[config.mk]
export PLATFORM = sky130hd
export DESIGN_NAME = pc_gen_btb_flat
export DESIGN_NICKNAME = d
export VERILOG_FILES = /design/src/rtl/pc_gen_btb_if.sv /design/src/rtl/pc_gen_btb.sv /design/src/flat_wrapper.sv
export SDC_FILE = /design/constraint.sdc
export NUM_CORES = 2
export LEC_CHECK = 0
export CAP_MARGIN = 10
export CORE_UTILIZATION = 65
export CTS_BUF_LIST = sky130_fd_sc_hd__clkbuf_16
export CTS_CLUSTER_SIZE = 40
export DETAILED_ROUTE_END_ITERATION = 10
export PLACE_DENSITY_LB_ADDON = 0.1
export SYNTH_ARGS = -nofsm -noshare
export SYNTH_HDL_FRONTEND = slang
export SYNTH_SLANG_ARGS = --single-unit
[constraint.sdc]
create_clock -name clk -period 8.62 [get_ports clk]
set_input_delay 1.724 -clock clk [delete_from_list [all_inputs] [get_ports clk]]
set_output_delay 1.724 -clock clk [all_outputs]
set_load 0.01 [all_outputs]
[src/rtl/pc_gen_btb_if.sv]
// Fetch-PC unit interface: redirect sources, BTB training and the fetch PC / prediction.
// The master drives the redirect and training inputs; the slave is the PC generator.
interface pc_gen_btb_if #(
    parameter int XLEN = 64
);
    logic            trap_valid;
    logic [XLEN-1:0] trap_pc;
    logic            redirect_valid;
    logic [XLEN-1:0] redirect_pc;
    logic            stall;
    logic            if_jump_valid;
    logic [XLEN-1:0] if_jump_pc;
    logic            upd_valid;
    logic [XLEN-1:0] upd_pc;
    logic [XLEN-1:0] upd_target;
    logic            upd_taken;
    logic [XLEN-1:0] pc;
    logic            pc_valid;
    logic            pred_taken;
    logic [XLEN-1:0] pred_target;

    modport master (
        output trap_valid, trap_pc, redirect_valid, redirect_pc, stall,
               if_jump_valid, if_jump_pc, upd_valid, upd_pc, upd_target, upd_taken,
        input  pc, pc_valid, pred_taken, pred_target
    );

    modport slave (
        input  trap_valid, trap_pc, redirect_valid, redirect_pc, stall,
               if_jump_valid, if_jump_pc, upd_valid, upd_pc, upd_target, upd_taken,
        output pc, pc_valid, pred_taken, pred_target
    );
endinterface

[src/rtl/pc_gen_btb.sv]
// Next-PC generator with a direct-mapped branch target buffer (2-bit counters),
// looked up on the current fetch PC and trained by EX-stage branch resolution.
module pc_gen_btb #(
    parameter int              XLEN        = 64,
    parameter logic [XLEN-1:0] RESET_VEC   = '0,
    parameter int              BTB_ENTRIES = 16,
    parameter int              INST_BYTES  = 4
) (
    input  logic         clk,
    input  logic         rst,
    pc_gen_btb_if.slave  bus
);
    localparam int IDX  = $clog2(BTB_ENTRIES);
    localparam int OFF  = $clog2(INST_BYTES);
    localparam int TAGW = XLEN - OFF - IDX;

    logic [XLEN-1:0]        r_pc;
    logic                   r_pc_valid;
    logic [BTB_ENTRIES-1:0] r_valid;
    logic [TAGW-1:0]        r_tag    [BTB_ENTRIES];
    logic [XLEN-1:0]        r_target [BTB_ENTRIES];
    logic [1:0]             r_ctr    [BTB_ENTRIES];

    logic [IDX-1:0]  w_lk_idx;
    logic [TAGW-1:0] w_lk_tag;
    logic            w_lk_hit;
    logic            w_pred_taken;
    logic [XLEN-1:0] w_pred_target;
    logic [XLEN-1:0] w_next_pc;
    logic [IDX-1:0]  w_up_idx;
    logic [TAGW-1:0] w_up_tag;
    logic            w_up_hit;
    logic [1:0]      w_ctr_cur;
    logic [1:0]      w_ctr_next;

    assign w_lk_idx = r_pc[OFF+IDX-1:OFF];
    assign w_lk_tag = r_pc[XLEN-1:OFF+IDX];
    assign w_up_idx = bus.upd_pc[OFF+IDX-1:OFF];
    assign w_up_tag = bus.upd_pc[XLEN-1:OFF+IDX];

    // Combinational BTB lookup on the current fetch PC (sees pre-update contents).
    always_comb begin
        w_lk_hit      = r_valid[w_lk_idx] && (r_tag[w_lk_idx] == w_lk_tag);
        w_pred_taken  = w_lk_hit && r_ctr[w_lk_idx][1];
        w_pred_target = '0;
        if (w_pred_taken) begin
            w_pred_target = r_target[w_lk_idx];
        end else begin
            w_pred_target = '0;
        end
    end

    // Next-PC priority select; PC holds until the unit has left reset.
    always_comb begin
        w_next_pc = r_pc;
        if (!r_pc_valid) begin
            w_next_pc = r_pc;
        end else if (bus.trap_valid) begin
            w_next_pc = bus.trap_pc;
        end else if (bus.redirect_valid) begin
            w_next_pc = bus.redirect_pc;
        end else if (bus.stall) begin
            w_next_pc = r_pc;
        end else if (bus.if_jump_valid) begin
            w_next_pc = bus.if_jump_pc;
        end else if (w_pred_taken) begin
            w_next_pc = w_pred_target;
        end else begin
            w_next_pc = r_pc + XLEN'(INST_BYTES);
        end
    end

    // Saturating counter step for the entry being trained.
    always_comb begin
        w_up_hit   = r_valid[w_up_idx] && (r_tag[w_up_idx] == w_up_tag);
        w_ctr_cur  = r_ctr[w_up_idx];
        w_ctr_next = w_ctr_cur;
        case (bus.upd_taken)
            1'b1:    w_ctr_next = (w_ctr_cur == 2'b11) ? w_ctr_cur : w_ctr_cur + 2'd1;
            1'b0:    w_ctr_next = (w_ctr_cur == 2'b00) ? w_ctr_cur : w_ctr_cur - 2'd1;
            default: w_ctr_next = w_ctr_cur;
        endcase
    end

    // Fetch PC and its valid flag.
    always_ff @(posedge clk or negedge rst) begin
        if (!rst) begin
            r_pc       <= RESET_VEC;
            r_pc_valid <= 1'b0;
        end else begin
            r_pc       <= w_next_pc;
            r_pc_valid <= 1'b1;
        end
    end

    // BTB valid bits: only a taken miss allocates; reset invalidates everything.
    always_ff @(posedge clk or negedge rst) begin
        if (!rst) begin
            r_valid <= '0;
        end else if (bus.upd_valid && !w_up_hit && bus.upd_taken) begin
            r_valid[w_up_idx] <= 1'b1;
        end else begin
            r_valid <= r_valid;
        end
    end

    // BTB payload; contents behind a cleared valid bit are never observed.
    always_ff @(posedge clk) begin
        if (rst && bus.upd_valid) begin
            if (w_up_hit) begin
                r_ctr[w_up_idx] <= w_ctr_next;
                if (bus.upd_taken) begin
                    r_target[w_up_idx] <= bus.upd_target;
                end
            end else if (bus.upd_taken) begin
                r_tag[w_up_idx]    <= w_up_tag;
                r_target[w_up_idx] <= bus.upd_target;
                r_ctr[w_up_idx]    <= 2'b10;
            end
        end
    end

    assign bus.pc          = r_pc;
    assign bus.pc_valid    = r_pc_valid;
    assign bus.pred_taken  = w_pred_taken;
    assign bus.pred_target = w_pred_target;
endmodule

[src/flat_wrapper.sv]
// flat-port wrapper written by rule: the top's interface ports become plain ports
module pc_gen_btb_flat 
#(
    parameter int              XLEN        = 64,
    parameter logic [XLEN-1:0] RESET_VEC   = '0,
    parameter int              BTB_ENTRIES = 16,
    parameter int              INST_BYTES  = 4
)
  (clk, rst, bus_trap_valid, bus_trap_pc, bus_redirect_valid, bus_redirect_pc, bus_stall, bus_if_jump_valid, bus_if_jump_pc, bus_upd_valid, bus_upd_pc, bus_upd_target, bus_upd_taken, bus_pc, bus_pc_valid, bus_pred_taken, bus_pred_target);
  pc_gen_btb_if #(.XLEN(XLEN)) bus_i ();
  input  logic clk;
  input  logic rst;
  input wire logic [$bits(bus_i.trap_valid)-1:0] bus_trap_valid;
  input wire logic [$bits(bus_i.trap_pc)-1:0] bus_trap_pc;
  input wire logic [$bits(bus_i.redirect_valid)-1:0] bus_redirect_valid;
  input wire logic [$bits(bus_i.redirect_pc)-1:0] bus_redirect_pc;
  input wire logic [$bits(bus_i.stall)-1:0] bus_stall;
  input wire logic [$bits(bus_i.if_jump_valid)-1:0] bus_if_jump_valid;
  input wire logic [$bits(bus_i.if_jump_pc)-1:0] bus_if_jump_pc;
  input wire logic [$bits(bus_i.upd_valid)-1:0] bus_upd_valid;
  input wire logic [$bits(bus_i.upd_pc)-1:0] bus_upd_pc;
  input wire logic [$bits(bus_i.upd_target)-1:0] bus_upd_target;
  input wire logic [$bits(bus_i.upd_taken)-1:0] bus_upd_taken;
  output wire logic [$bits(bus_i.pc)-1:0] bus_pc;
  output wire logic [$bits(bus_i.pc_valid)-1:0] bus_pc_valid;
  output wire logic [$bits(bus_i.pred_taken)-1:0] bus_pred_taken;
  output wire logic [$bits(bus_i.pred_target)-1:0] bus_pred_target;
  assign bus_i.trap_valid = bus_trap_valid;
  assign bus_i.trap_pc = bus_trap_pc;
  assign bus_i.redirect_valid = bus_redirect_valid;
  assign bus_i.redirect_pc = bus_redirect_pc;
  assign bus_i.stall = bus_stall;
  assign bus_i.if_jump_valid = bus_if_jump_valid;
  assign bus_i.if_jump_pc = bus_if_jump_pc;
  assign bus_i.upd_valid = bus_upd_valid;
  assign bus_i.upd_pc = bus_upd_pc;
  assign bus_i.upd_target = bus_upd_target;
  assign bus_i.upd_taken = bus_upd_taken;
  assign bus_pc = bus_i.pc;
  assign bus_pc_valid = bus_i.pc_valid;
  assign bus_pred_taken = bus_i.pred_taken;
  assign bus_pred_target = bus_i.pred_target;
  pc_gen_btb #(.XLEN(XLEN), .RESET_VEC(RESET_VEC), .BTB_ENTRIES(BTB_ENTRIES), .INST_BYTES(INST_BYTES)) u_core (.clk(clk), .rst(rst), .bus(bus_i));
endmodule
==> results.md <==
- Status: finished, final reports clean
- HP Class: flip-flop to flip-flop
- I/O Pins: 458
- Period utilisation layout: 96.5%
- Psw: 6.58 mW
- Drt initial violations: 9966
- RR Startpoint: u_core.bus.pc[2]
- Sw Share: 27.4%
- Mapped Nets: 5226
- YS warnings: 0
- Crit. End Element: output pin
- Fraction of layout instances using a drive strength above 1: 25.2%
- Pin count of the biggest net entering global routing: 127
- Die Wd: 380 um
- Slew headroom: 8.42%
- Post-synthesis adder-cell area fraction: 0.0242%
- P_int: 17.4 mW
- Leakage: 34.5 nW
- Final hold vios: 0
- Hold-critical path endpoint: u_core.r_valid[10]
- Cell with the most instances after synthesis: edfxtp_1
- Multi-input gate area: 29600 um2
- GPL Wtd Cong: 1.03
- Fmax: 120 MHz
- Synth area leaders: edfxtp_1, mux4_2, dfrtp_1
- Hold Path Depth: 1
- Area of the die: 144000 um2
- Post-Synth Simple-Gate Area: 3.71%
- Final worst setup slack: 0.298 ns
- Worst Path Arrival: 6.60 ns
- XOR/XNOR Fraction of Synth Area: 1.24%
- CTS tree: yes
- Number of hold buffers added after CTS: 0
- Worst hold margin: 0.509 ns
- Synth top cells by count: edfxtp_1, mux4_2, clkbuf_1
- Crit path max fanout: 63
- Comb pwr share: 16.7%
- Clock slew at reported path FFs: 0.06 ns
- Filler cells: 7932
- Final min period: 8.32 ns
- Post-synth EDFFs: 1984
- R2r setup slk: 2.43 ns
- Total CTS buffers: 202
- P per Cell Area: 225 nW/um2
- Starting Density: 65.6%
- H-tree depth: 4
- Root buf cell: clkbuf_16
- Vias in the first global route: 57235
- Routed wire length: 317 mm
- Worst Max-Slew Pin Slew: 1.36 ns
- Area leader, netlist: edfxtp_1
- Top-area cell type share of the netlist area: 64.1%
- Vias: 58099
- First-pass GRT wire length: 438 mm
- Cells after Synth: 4897
- Setup Fix Bufs, Post-CTS: 0
- #FFs+latches synth: 2065
- Avg Cell Area, Syn: 19.0 um2
- Setup Crit Path Kind: flip-flop to output pin
- Worst EP required: 6.90 ns
- PortBufs: 455
- Unrepaired setup endpoints after global routing: no
- Antenna Nets Post-Route: 0
- Chip height: 380 um
- Sequential Power Share: 47.7%
- Initial antenna violation count: 57
- Hpwl dp: 201 mm
- Max VDD drop: 0.000238 V
- Clock power frac: 35.6%
- DP Worst Slack: 1.11 ns
- Compound-Gate Fraction of Synth Area: 4.90%
- CP Launch Type: flip-flop
- Post-CTS sizing: 0
- Max cap viols: 0
- Longest Clk Path Bufs: 3
- Mapped Area: 92900 um2
- Clk_lat worst skew: 0.86 ns
- Netlist cell types: 91
- First-pass iteration count of the detailed router: 9
- Largest family of logic cells by synthesized area: multiplexers
- R2r worst-path depth: 13
- Core area: 142000 um2
- Vias per cell: 7.75
- P&R area growth vs syn: 15.0%
- R2r endpoint: u_core.bus.pc[44]
- Fin. max-slew vios: 0
- Ys flop type: edfxtp_1
- Worst Skew: 0.0421 ns
- Post-synthesis async set-or-reset flop share: 3.92%
- Final nets: 5727
- Post-detailed-route wirelength per cell: 42.3 um
- Setup_tns: 0 ns
- DR DRC count: 0
- Worst hold start: u_core.r_valid[10]
- Multiplexer share of the synthesized area: 21.7%
- Final setup violation count: 0
- Post-synthesis sequential area ratio: 66.3%
- Overflow after GRT: 0
- Register area: 61600 um2
- Site Rows: 138
- Sink Count: 2065
- Total Routing Usage GR: 44.2%
-- final cells by class --
cell class / instances / share of cell area, %
clock inverters: 172 / 1.23
inverters: 39 / 0.145
well taps: 1890 / 2.21
diodes: 34 / 0.0797
multi-input cells: 2429 / 27.8
clock buffers: 203 / 4.76
repair buffers: 661 / 6.11
flip-flops and latches: 2065 / 57.7
-- cell families after synthesis --
kind of cell	after synthesis
adder cells (fa/ha/maj)	2
AO/OA/AOI/OAI	609
other	1
AND/OR/NAND/NOR	667
flip-flops	2065
XOR/XNOR	132
buffers and inverters	403
multiplexers	1018
-- per-layer routing --
layer,GRT usage [%],wire length (um),vias to the layer above
li1,-,-,21797
met1,56.8,102000,29634
met2,65.4,143000,5572
met3,15.8,49300,1062
met4,26.9,22500,34
met5,0.430,230,-
-- critical path: stages (launching register included) --
cell and delay [ns]:
dfrtp_4 1.12, buf_4 0.38, buf_4 0.29, mux4_2 0.34, mux2i_1 0.24, xnor2_1 0.14, a221oi_1 0.79, nor2_1 0.15
a2111oi_2 0.41, and4_1 0.28, nand4_1 0.27, inv_2 0.16, buf_12 0.29, and2_1 0.20, clkdlybuf4s50_1 0.56
-- how the worst max path moves through the flow --
stage                     startpoint                   to  slack [ns]
detailed placement     bus_upd_pc[2]   u_core.r_ctr[4][1]        1.11
global route        u_core.bus.pc[2]  bus_pred_target[18]        0.18
global placement       bus_upd_pc[2]  u_core.r_tag[6][40]        1.15
finish              u_core.bus.pc[3]  bus_pred_target[18]        0.30
floorplan              bus_upd_pc[2]  u_core.r_tag[15][0]        0.78
CTS                 u_core.bus.pc[2]  bus_pred_target[18]        0.45
-- per-stage QoR --
step	instances	power (mW)	utilization (%)	area, um2
after floorplan	4897	13.7	-	92900
after global placement	7082	15.4	70.8	100000
after detailed placement	7082	15.5	70.8	100000
after CTS	7457	23.9	75.3	107000
after global routing	7483	24.4	75.4	107000
final	7493	24.0	75.4	107000
-- state kept, by name (all words and copies together), names as in the netlist --
name and count:
u_core.r_target 1024, u_core.r_tag 928, u_core.bus.pc 64, u_core.r_ctr 32, u_core.r_valid 16, u_core.bus.pc_valid 1
-- cells in the final DEF (no fill, tap or decap), types with 43 or more instances in the layout --
cell type and n:
buf_4 175, clkdlybuf4s50_1 448, mux4_2 786, a22oi_1 62, o21ai_0 65, inv_1 90
and2_1 75, edfxtp_1 1984, nand3_1 55, nor2_1 110, a21oi_1 90, nor3_1 46
clkinv_1 54, nand2_1 135, clkbuf_16 203, nor4_1 43, mux2_2 54, dfrtp_1 77
mux2i_1 173, xnor2_1 89, o22ai_1 67, xor2_1 43
-- power by group through the flow --
stage	Combinational, mW	Sequential, mW	Clock, mW
2_1_floorplan	2.26	11.4	0
3_3_place_gp	3.82	11.6	0
3_5_place_dp	3.85	11.6	0
4_1_cts	3.88	11.4	8.57
5_1_grt	4.08	11.4	8.93
6_report	4.00	11.5	8.56
(Power assumes the default switching activity.)
